**src/rtl/dma_controller_if.sv**
```systemverilog
// Bus and register-window signals between the DMA engine, the CPU register port and the external bus.
// The master side is the DMA engine; the slave side is the CPU/bus environment.
interface dma_controller_if;
   logic        cfg_wr;
   logic [2:0]  cfg_addr;
   logic [7:0]  cfg_wdata;
   logic [7:0]  cfg_rdata;
   logic        dma_req;
   logic        dma_ack;
   logic        pin_wait;
   logic [7:0]  data_bus_in;
   logic [21:0] address_bus;
   logic [7:0]  data_bus_out;
   logic        rd;
   logic        wr;
   logic        mem_io;
   logic        bus_en;
   logic        done_irq;
   logic        busy;

   modport master (
      input  cfg_wr, cfg_addr, cfg_wdata, dma_ack, pin_wait, data_bus_in,
      output cfg_rdata, dma_req, address_bus, data_bus_out, rd, wr, mem_io,
             bus_en, done_irq, busy
   );

   modport slave (
      output cfg_wr, cfg_addr, cfg_wdata, dma_ack, pin_wait, data_bus_in,
      input  cfg_rdata, dma_req, address_bus, data_bus_out, rd, wr, mem_io,
             bus_en, done_irq, busy
   );
endinterface

```
**src/rtl/dma_controller.sv**
```systemverilog
// Single-channel 8-bit DMA engine: borrows the CPU bus via dma_req/dma_ack, copies cnt bytes
// from src to dst, yields the bus every BURST_LEN transfers and pulses done_irq on completion.
module dma_controller #(
   parameter int unsigned BURST_LEN = 16
) (
   input  logic             clk,
   input  logic             arst,
   dma_controller_if.master bus
);
   typedef enum logic [2:0] {
      S_IDLE, S_REQ, S_READ, S_WRITE, S_RELEASE, S_DONE
   } state_t;

   localparam logic [7:0] LP_BURST = 8'(BURST_LEN);

   state_t      r_state;
   state_t      w_next;
   logic [15:0] r_src;
   logic [15:0] r_dst;
   logic [15:0] r_cnt;
   logic        r_src_io;
   logic        r_dst_io;
   logic        r_src_inc;
   logic        r_dst_inc;
   logic        r_done;
   logic        r_err;
   logic [7:0]  r_buf;
   logic [7:0]  r_burst;

   logic        w_busy;
   logic        w_ctrl_wr;
   logic        w_abort;
   logic        w_start;
   logic        w_ack_lost;
   logic        w_rd_done;
   logic        w_xfer_done;
   logic [15:0] w_cnt_dec;
   logic [7:0]  w_burst_inc;

   assign w_busy      = (r_state == S_REQ) || (r_state == S_READ) ||
                        (r_state == S_WRITE) || (r_state == S_RELEASE);
   assign w_ctrl_wr   = bus.cfg_wr && (bus.cfg_addr == 3'd6);
   assign w_abort     = w_ctrl_wr && bus.cfg_wdata[7];
   assign w_start     = w_ctrl_wr && bus.cfg_wdata[0] && !bus.cfg_wdata[7];
   assign w_ack_lost  = ((r_state == S_READ) || (r_state == S_WRITE)) && !bus.dma_ack;
   assign w_rd_done   = (r_state == S_READ) && bus.dma_ack && !bus.pin_wait && !w_abort;
   assign w_xfer_done = (r_state == S_WRITE) && bus.dma_ack && !bus.pin_wait && !w_abort;
   assign w_cnt_dec   = r_cnt - 16'd1;
   assign w_burst_inc = r_burst + 8'd1;

   always_ff @(posedge clk or negedge arst) begin
      if (!arst) begin
         r_state <= S_IDLE;
      end else begin
         r_state <= w_next;
      end
   end

   // Abort beats everything; losing the grant abandons the cycle in flight.
   always_comb begin
      w_next = r_state;
      case (r_state)
         S_IDLE:    if (w_start) w_next = (r_cnt != 16'd0) ? S_REQ : S_DONE;
         S_REQ:     if (w_abort) w_next = S_IDLE;
                    else if (bus.dma_ack) w_next = S_READ;
         S_READ:    if (w_abort || !bus.dma_ack) w_next = S_IDLE;
                    else if (!bus.pin_wait) w_next = S_WRITE;
         S_WRITE:   if (w_abort || !bus.dma_ack) w_next = S_IDLE;
                    else if (!bus.pin_wait) begin
                       if (w_cnt_dec == 16'd0)          w_next = S_DONE;
                       else if (w_burst_inc == LP_BURST) w_next = S_RELEASE;
                       else                              w_next = S_READ;
                    end
         S_RELEASE: if (w_abort) w_next = S_IDLE;
                    else if (!bus.dma_ack) w_next = S_REQ;
         S_DONE:    w_next = S_IDLE;
         default:   w_next = S_IDLE;
      endcase
   end

   always_ff @(posedge clk or negedge arst) begin
      if (!arst) begin
         r_src     <= '0;
         r_dst     <= '0;
         r_cnt     <= '0;
         r_src_io  <= 1'b0;
         r_dst_io  <= 1'b0;
         r_src_inc <= 1'b0;
         r_dst_inc <= 1'b0;
         r_done    <= 1'b0;
         r_err     <= 1'b0;
         r_buf     <= '0;
         r_burst   <= '0;
      end else begin
         if (bus.cfg_wr && !w_busy) begin
            case (bus.cfg_addr)
               3'd0: r_src[7:0]  <= bus.cfg_wdata;
               3'd1: r_src[15:8] <= bus.cfg_wdata;
               3'd2: r_dst[7:0]  <= bus.cfg_wdata;
               3'd3: r_dst[15:8] <= bus.cfg_wdata;
               3'd4: r_cnt[7:0]  <= bus.cfg_wdata;
               3'd5: r_cnt[15:8] <= bus.cfg_wdata;
               3'd6: begin
                  r_src_io  <= bus.cfg_wdata[1];
                  r_dst_io  <= bus.cfg_wdata[2];
                  r_src_inc <= bus.cfg_wdata[3];
                  r_dst_inc <= bus.cfg_wdata[4];
                  r_done    <= 1'b0;
                  r_err     <= 1'b0;
               end
               default: ;
            endcase
         end
         if ((r_state == S_REQ) && bus.dma_ack && !w_abort) r_burst <= '0;
         if (w_rd_done) r_buf <= bus.data_bus_in;
         if (w_xfer_done) begin
            r_cnt   <= w_cnt_dec;
            r_src   <= r_src + {15'd0, r_src_inc};
            r_dst   <= r_dst + {15'd0, r_dst_inc};
            r_burst <= w_burst_inc;
         end
         if (r_state == S_DONE) r_done <= 1'b1;
         if (w_ack_lost && !w_abort) r_err <= 1'b1;
      end
   end

   // Bus outputs decode straight from registered state, so they only move on clock edges or reset.
   always_comb begin
      bus.dma_req      = (r_state == S_REQ) || (r_state == S_READ) || (r_state == S_WRITE);
      bus.bus_en       = (r_state == S_READ) || (r_state == S_WRITE);
      bus.rd           = (r_state != S_READ);
      bus.wr           = (r_state != S_WRITE);
      bus.mem_io       = 1'b1;
      bus.address_bus  = '0;
      bus.data_bus_out = r_buf;
      bus.done_irq     = (r_state == S_DONE);
      bus.busy         = w_busy;
      if (r_state == S_READ) begin
         bus.mem_io      = ~r_src_io;
         bus.address_bus = {6'b0, r_src};
      end else if (r_state == S_WRITE) begin
         bus.mem_io      = ~r_dst_io;
         bus.address_bus = {6'b0, r_dst};
      end
   end

   always_comb begin
      bus.cfg_rdata = '0;
      case (bus.cfg_addr)
         3'd0: bus.cfg_rdata = r_src[7:0];
         3'd1: bus.cfg_rdata = r_src[15:8];
         3'd2: bus.cfg_rdata = r_dst[7:0];
         3'd3: bus.cfg_rdata = r_dst[15:8];
         3'd4: bus.cfg_rdata = r_cnt[7:0];
         3'd5: bus.cfg_rdata = r_cnt[15:8];
         3'd6: bus.cfg_rdata = {3'b0, r_dst_inc, r_src_inc, r_dst_io, r_src_io, 1'b0};
         3'd7: bus.cfg_rdata = {5'b0, r_err, r_done, w_busy};
         default: bus.cfg_rdata = '0;
      endcase
   end
endmodule

```
**src/flat_wrapper.sv**
```systemverilog
// flat-port wrapper written by rule: the top's interface ports become plain ports
module dma_controller_flat 
#(
   parameter int unsigned BURST_LEN = 16
)
  (clk, arst, bus_cfg_wr, bus_cfg_addr, bus_cfg_wdata, bus_dma_ack, bus_pin_wait, bus_data_bus_in, bus_cfg_rdata, bus_dma_req, bus_address_bus, bus_data_bus_out, bus_rd, bus_wr, bus_mem_io, bus_bus_en, bus_done_irq, bus_busy);
  dma_controller_if bus_i ();
  input  logic clk;
  input  logic arst;
  input wire logic [$bits(bus_i.cfg_wr)-1:0] bus_cfg_wr;
  input wire logic [$bits(bus_i.cfg_addr)-1:0] bus_cfg_addr;
  input wire logic [$bits(bus_i.cfg_wdata)-1:0] bus_cfg_wdata;
  input wire logic [$bits(bus_i.dma_ack)-1:0] bus_dma_ack;
  input wire logic [$bits(bus_i.pin_wait)-1:0] bus_pin_wait;
  input wire logic [$bits(bus_i.data_bus_in)-1:0] bus_data_bus_in;
  output wire logic [$bits(bus_i.cfg_rdata)-1:0] bus_cfg_rdata;
  output wire logic [$bits(bus_i.dma_req)-1:0] bus_dma_req;
  output wire logic [$bits(bus_i.address_bus)-1:0] bus_address_bus;
  output wire logic [$bits(bus_i.data_bus_out)-1:0] bus_data_bus_out;
  output wire logic [$bits(bus_i.rd)-1:0] bus_rd;
  output wire logic [$bits(bus_i.wr)-1:0] bus_wr;
  output wire logic [$bits(bus_i.mem_io)-1:0] bus_mem_io;
  output wire logic [$bits(bus_i.bus_en)-1:0] bus_bus_en;
  output wire logic [$bits(bus_i.done_irq)-1:0] bus_done_irq;
  output wire logic [$bits(bus_i.busy)-1:0] bus_busy;
  assign bus_i.cfg_wr = bus_cfg_wr;
  assign bus_i.cfg_addr = bus_cfg_addr;
  assign bus_i.cfg_wdata = bus_cfg_wdata;
  assign bus_i.dma_ack = bus_dma_ack;
  assign bus_i.pin_wait = bus_pin_wait;
  assign bus_i.data_bus_in = bus_data_bus_in;
  assign bus_cfg_rdata = bus_i.cfg_rdata;
  assign bus_dma_req = bus_i.dma_req;
  assign bus_address_bus = bus_i.address_bus;
  assign bus_data_bus_out = bus_i.data_bus_out;
  assign bus_rd = bus_i.rd;
  assign bus_wr = bus_i.wr;
  assign bus_mem_io = bus_i.mem_io;
  assign bus_bus_en = bus_i.bus_en;
  assign bus_done_irq = bus_i.done_irq;
  assign bus_busy = bus_i.busy;
  dma_controller #(.BURST_LEN(BURST_LEN)) u_core (.clk(clk), .arst(arst), .bus(bus_i));
endmodule
```
**config.mk**
```make
export PLATFORM = sky130hd
export DESIGN_NAME = dma_controller_flat
export DESIGN_NICKNAME = d
export VERILOG_FILES = /design/src/rtl/dma_controller_if.sv /design/src/rtl/dma_controller.sv /design/src/flat_wrapper.sv
export SDC_FILE = /design/constraint.sdc
export NUM_CORES = 1
export LEC_CHECK = 0
export BUFFER_PORTS_ARGS = -buffer_cell sky130_fd_sc_hd__buf_2
export CAP_MARGIN = 20
export CORE_AREA = 2 2 140 101
export CTS_CLUSTER_DIAMETER = 30
export DETAILED_ROUTE_END_ITERATION = 8
export DIE_AREA = 0 0 142 103
export HOLD_SLACK_MARGIN = 0.1
export PLACE_DENSITY = 0.61
export SYNTH_ARGS = -nofsm -noshare
export SYNTH_HDL_FRONTEND = slang
export SYNTH_SLANG_ARGS = --single-unit
```
**constraint.sdc**
```tcl
create_clock -name clk -period 4.1 [get_ports clk]
set_clock_uncertainty 0.2 [all_clocks]
set_input_delay 0.615 -clock clk [delete_from_list [all_inputs] [get_ports clk]]
set_output_delay 0.615 -clock clk [all_outputs]
set_load 0.005 [all_outputs]
```
* Yosys cells after proc, flatten, opt, wreduce, memory -nomap -nowiden
Index checks and enable logic that the tools add are counted.
Cells by class: $add $sub $neg 4, equal/unequal tests 20, multiplexer cells 36, bitwise logic cells 2, reduce and logical (&&, ||, !) cells 51
Operators with widths (number):
- $mux W16 | 7
- $mux W8 | 8
- $pmux W8 S8 | 1
- $mux W3 | 12
- $add A16 B1 Y16 | 2
- $reduce_bool A2 Y1 | 12
- $mux W22 | 1
- $eq A3 B3 Y1 const B | 6
- $ne A3 B2 Y1 const B | 6
- $reduce_and A2 Y1 | 9
- $logic_not A16 Y1 | 1
- $reduce_bool A16 Y1 | 1
- $sub A16 B1 Y16 const B | 1
- $logic_and A1 B1 Y1 | 15
- $pmux W3 S5 | 1
- $eq A3 B2 Y1 const B | 4
- $add A8 B1 Y8 const B | 1
- $eq A8 B5 Y1 const B | 1
- $eq A3 B1 Y1 const B | 2
- $logic_not A3 Y1 | 2
- $mux W1 | 6
- $logic_not A1 Y1 | 5
- $logic_or A1 B1 Y1 | 5
- $reduce_and A5 Y1 | 1
- 2 further kinds | 3
Storage, ports and cells: register bits 73, bits of input ports 24, output and inout bits 45, word-level logic and storage cells 128

* Depth between registers and ports, before layout
depth in word-level cells 8, mapped depth 8

* Worst setup path after synthesis
OpenSTA, ideal clock, no wires.
kind input-to-output, start point input port bus_cfg_addr[0], end point output port bus_cfg_rdata[1], arrival 2.088 ns, data required time 3.285 ns, path slack 1.197 ns, stages on the path 7, cells stage by stage buf_2 > buf_1 > clkbuf_1 > o22ai_1 > mux2_2 > a21oi_1 > o21ai_0
Between the ends: word-level cells in the longest chain between the ends 2
Ends and longest elaborated chain:
- start: declaration | RTL line flat_wrapper.sv:11 | input wire logic [$bits(bus_i.cfg_addr)-1:0] bus_cfg_addr;
- $eq A3 B3 Y1 (tied with other cells) | RTL line dma_controller.sv:149 | case (bus.cfg_addr)
- $pmux W8 S8 (*) | RTL line dma_controller.sv:149
- end: declaration | RTL line flat_wrapper.sv:16 | output wire logic [$bits(bus_i.cfg_rdata)-1:0] bus_cfg_rdata;
Every way passes the cells marked *; elsewhere a longest branch is shown, timed or not.

* Worst setup path after layout
Same ends and word-level chain as after synthesis.

==> impl_metrics.env <==
export IMPL_cts_tree="done"
export IMPL_initialDrtViolationCount=712
export IMPL_synth_xor_xnor_area_share_pct=1.01
export IMPL_async_flop_share_pct=100
export IMPL_syn_to_final_growth_pct=13.3
export IMPL_netlist_area_mm2=0.00523
export IMPL_antenna_cells=0
export IMPL_cp_data_required_time_ps=3280
export IMPL_via_per_inst=6.35
export IMPL_ff_latch_area_mm2=0.00183
export IMPL_synth_compound_gate_area_share_pct=25.2
export IMPL_synthAdderAreaFrac_pct=1.68
export IMPL_postRouteAntennaNets=0
export IMPL_via_count=5222
export IMPL_rsz0062_at_grt="false"
export IMPL_synth_top_area_cell="dfrtp_1"
export IMPL_die_w_um=142
export IMPL_clkLatencyLatePin_ps=340
export IMPL_wl_per_cell_um=22.0
export IMPL_grt_pass1_wl_um=28200
export IMPL_fin_crit_ps=3250
export IMPL_hold_viol=0
export IMPL_vdd_drop_max_v=0.000282
export IMPL_ys_flop_type="dfrtp_1"
export IMPL_finalSetupViolCount=0
export IMPL_ys_seq_area_share_pct=34.9
export IMPL_multi_input_area_mm2=0.00311
export IMPL_synth_top_family_by_area="compound AO/OA/AOI/OAI gates"
export IMPL_drtPass1Iterations=6
export IMPL_crit_path_end_kind="output port"
export IMPL_design_core_area_mm2=0.0135
export IMPL_slowest_stage="mux4_2"
export IMPL_yosys_area_share_simple_pct=21.0
export IMPL_outcome="completed"
export IMPL_cts_path_max_buffers=2
export IMPL_fillers=1355
export IMPL_crit_type="in -> out"
export IMPL_slew_headroom_pct=30.6
export IMPL_syn_avg_cell_area_um2=8.60
export IMPL_slew_viol_final=0
export IMPL_syn_inst=608
export IMPL_tns_ps=0
export IMPL_synthMuxAreaShare_pct=10.2
export IMPL_slowest_delay_ps=600
export IMPL_cts_resized_gates=0
export IMPL_first_global_vias=4900
export IMPL_post_dp_hpwl_um=12900
export IMPL_fin_util_pct=44.0
export IMPL_initial_core_util_pct=38.8
export IMPL_p_leak_nw=2.44
export IMPL_antenna_found_initial=0
export IMPL_cts_hold_repair_buffers=0
export IMPL_grt_use_total_pct=25.5
export IMPL_die_y_um=103
export IMPL_fmax_mhz=308
export IMPL_gp_congestion=0.954
export IMPL_drc=0
export IMPL_grt_ovfl_total=0
export IMPL_numClockSinks=73
export IMPL_drive_above_1_share_pct=20.6
export IMPL_crit_chain="buf_2 > mux4_2 > mux2_2 > a21oi_1 > o21ai_0 > buf_2"
export IMPL_clk_pin_slew_ps=60
export IMPL_p_per_area_mw_per_mm2=665
export IMPL_finalCritPeriodShare_pct=79.3
export IMPL_cp_arrival_ps=2440
export IMPL_grt_max_degree=74
export IMPL_synth_seq_cells=73
export IMPL_nets=678
export IMPL_io_pins=69
export IMPL_wl_um=18100
export IMPL_synth_top_area_share_pct=34.9
export IMPL_synth_edf_count=0
export IMPL_htreeDepth=3
export IMPL_yosysUniqueCellTypes=70
export IMPL_ys_warn_count=0
export IMPL_numCtsBuffers=9
export IMPL_worstPathMaxFanout=29
export IMPL_cpMostUsedCell="buf_2"
export IMPL_critPathLaunchType="input pin"
export IMPL_postCtsSetupBuffers=0
export IMPL_io_buffers=62
export IMPL_dieArea_mm2=0.0146
export IMPL_netlist_top_cells_area="dfrtp_1, nor2_1, mux2i_1"
export IMPL_worstMarginPinSlew_ps=1030
export IMPL_worstHoldPathType="in -> async"
export IMPL_max_cap_violations=0
export IMPL_std_cell_rows=36
export IMPL_cts_root_buf="clkbuf_16"
[Yosys cell counts (6+ instances only)]
library cell / count
dfrtp_1: 73
nor2_1: 61
nand2_1: 40
a21oi_1: 37
o21ai_0: 30
nand3_1: 29
clkbuf_1: 26
inv_1: 26
mux2i_1: 22
mux2_2: 18
nor3_1: 18
a31oi_1: 16
o21a_1: 16
o221a_2: 16
and3_1: 13
buf_2: 8
nand4_1: 8
nor2b_1: 8
o22ai_1: 8
ha_1: 7
o32ai_1: 7
or3_1: 7
buf_1: 6
buf_4: 6
o211ai_1: 6
[final cells by class]
class	count	area share (%)
clock buffer	9	3.80
clock inverter	7	1.31
inverter	27	1.71
multi-input combinational	467	52.6
sequential	73	30.8
tap	171	3.61
timing repair buffer	69	6.17
[where the power goes]
group | switching, mW | total (mW) | internal, mW
sequential | 0.541 | 1.55 | 1.01
combinational | 0.835 | 1.57 | 0.733
clock | 0.341 | 0.818 | 0.477
total | 1.72 | 3.94 | 2.22
[final timing paths]
check,from,endpoint,slack (ps),cells after the start
setup reg to reg,u_core.r_state[0],u_core.r_src[11],1070,5
max in group asynchronous,arst,u_core.r_cnt[0],2820,1
hold / removal,arst,u_core.r_cnt[10],200,1
min in group clk,u_core.bus.data_bus_out[1],u_core.bus.data_bus_out[1],300,1
hold reg to reg,u_core.bus.data_bus_out[1],u_core.bus.data_bus_out[1],300,1
setup / recovery,bus_cfg_addr[0],bus_cfg_rdata[1],850,6
[layer usage]
layer / share of wire [%] / global-route usage (%)
met5: 0 / 0
met4: 1.2 / 5.54
met3: 12 / 7.52
met2: 41 / 36.5
met1: 45 / 37.9
[flip-flops by register name, summed over array words and instances (netlist names), 3 cells and up]
signal	count
u_core.r_dst	16
u_core.bus.data_bus_out	8
u_core.r_src	16
u_core.r_state	3
u_core.r_cnt	16
u_core.r_burst	8
[cells in the final DEF, fill, tap and decap left out, types with 3 or more instances in the layout]
cell type | netlist | layout
or3_1 | 7 | 7
mux2i_1 | 22 | 22
o22ai_1 | 8 | 8
nor2_1 | 61 | 61
a2111oi_0 | 4 | 4
ha_1 | 7 | 7
clkbuf_16 | 0 | 9
o221a_2 | 16 | 16
mux4_2 | 5 | 5
and4_1 | 4 | 4
o31ai_1 | 4 | 4
o211ai_1 | 6 | 6
a22o_1 | 5 | 5
nand2b_1 | 4 | 4
dfrtp_1 | 73 | 73
buf_4 | 6 | 8
nand2_1 | 40 | 40
nor4_1 | 4 | 4
o21ai_0 | 30 | 30
buf_2 | 8 | 61
and2_1 | 4 | 4
and3_1 | 13 | 13
nor3_1 | 18 | 18
o21bai_1 | 4 | 4
nand3_1 | 29 | 29
a211oi_1 | 3 | 3
a21oi_1 | 37 | 37
a31oi_1 | 16 | 16
nor2b_1 | 8 | 8
conb_1 | 1 | 6
inv_1 | 26 | 26
o21a_1 | 16 | 16
a21boi_0 | 3 | 3
nand4_1 | 8 | 8
xnor2_1 | 5 | 5
a221oi_1 | 3 | 3
o32ai_1 | 7 | 7
mux2_2 | 18 | 18
o21ai_1 | 3 | 3
[per-stage QoR]
stage | worst slack [ps] | cells | power [mW] | hold slack, ps | instance area, um^2
floorplan | 1200 | 613 | 2.46 | 119 | 5250
global placement | 931 | 807 | 3.05 | 286 | 5620
detailed placement | 863 | 807 | 3.09 | 292 | 5620
CTS | 882 | 823 | 3.90 | 272 | 5920
global route | 788 | 823 | 4.18 | 290 | 5920
finish | 849 | 823 | 3.94 | 197 | 5920
[worst max-delay path, delay by kind of cell]
kind,cells,cell delay [ps]
mux,2,890
buf+inv,2,680
compound gates,2,240
[logic make-up after synthesis]
family	after synthesis
compound gates	186
xor+xnor	6
fa+ha+maj	7
buf+inv	73
flops	73
mux	45
other cells	1
simple gates	217
Power figures use the tool's default switching activity.
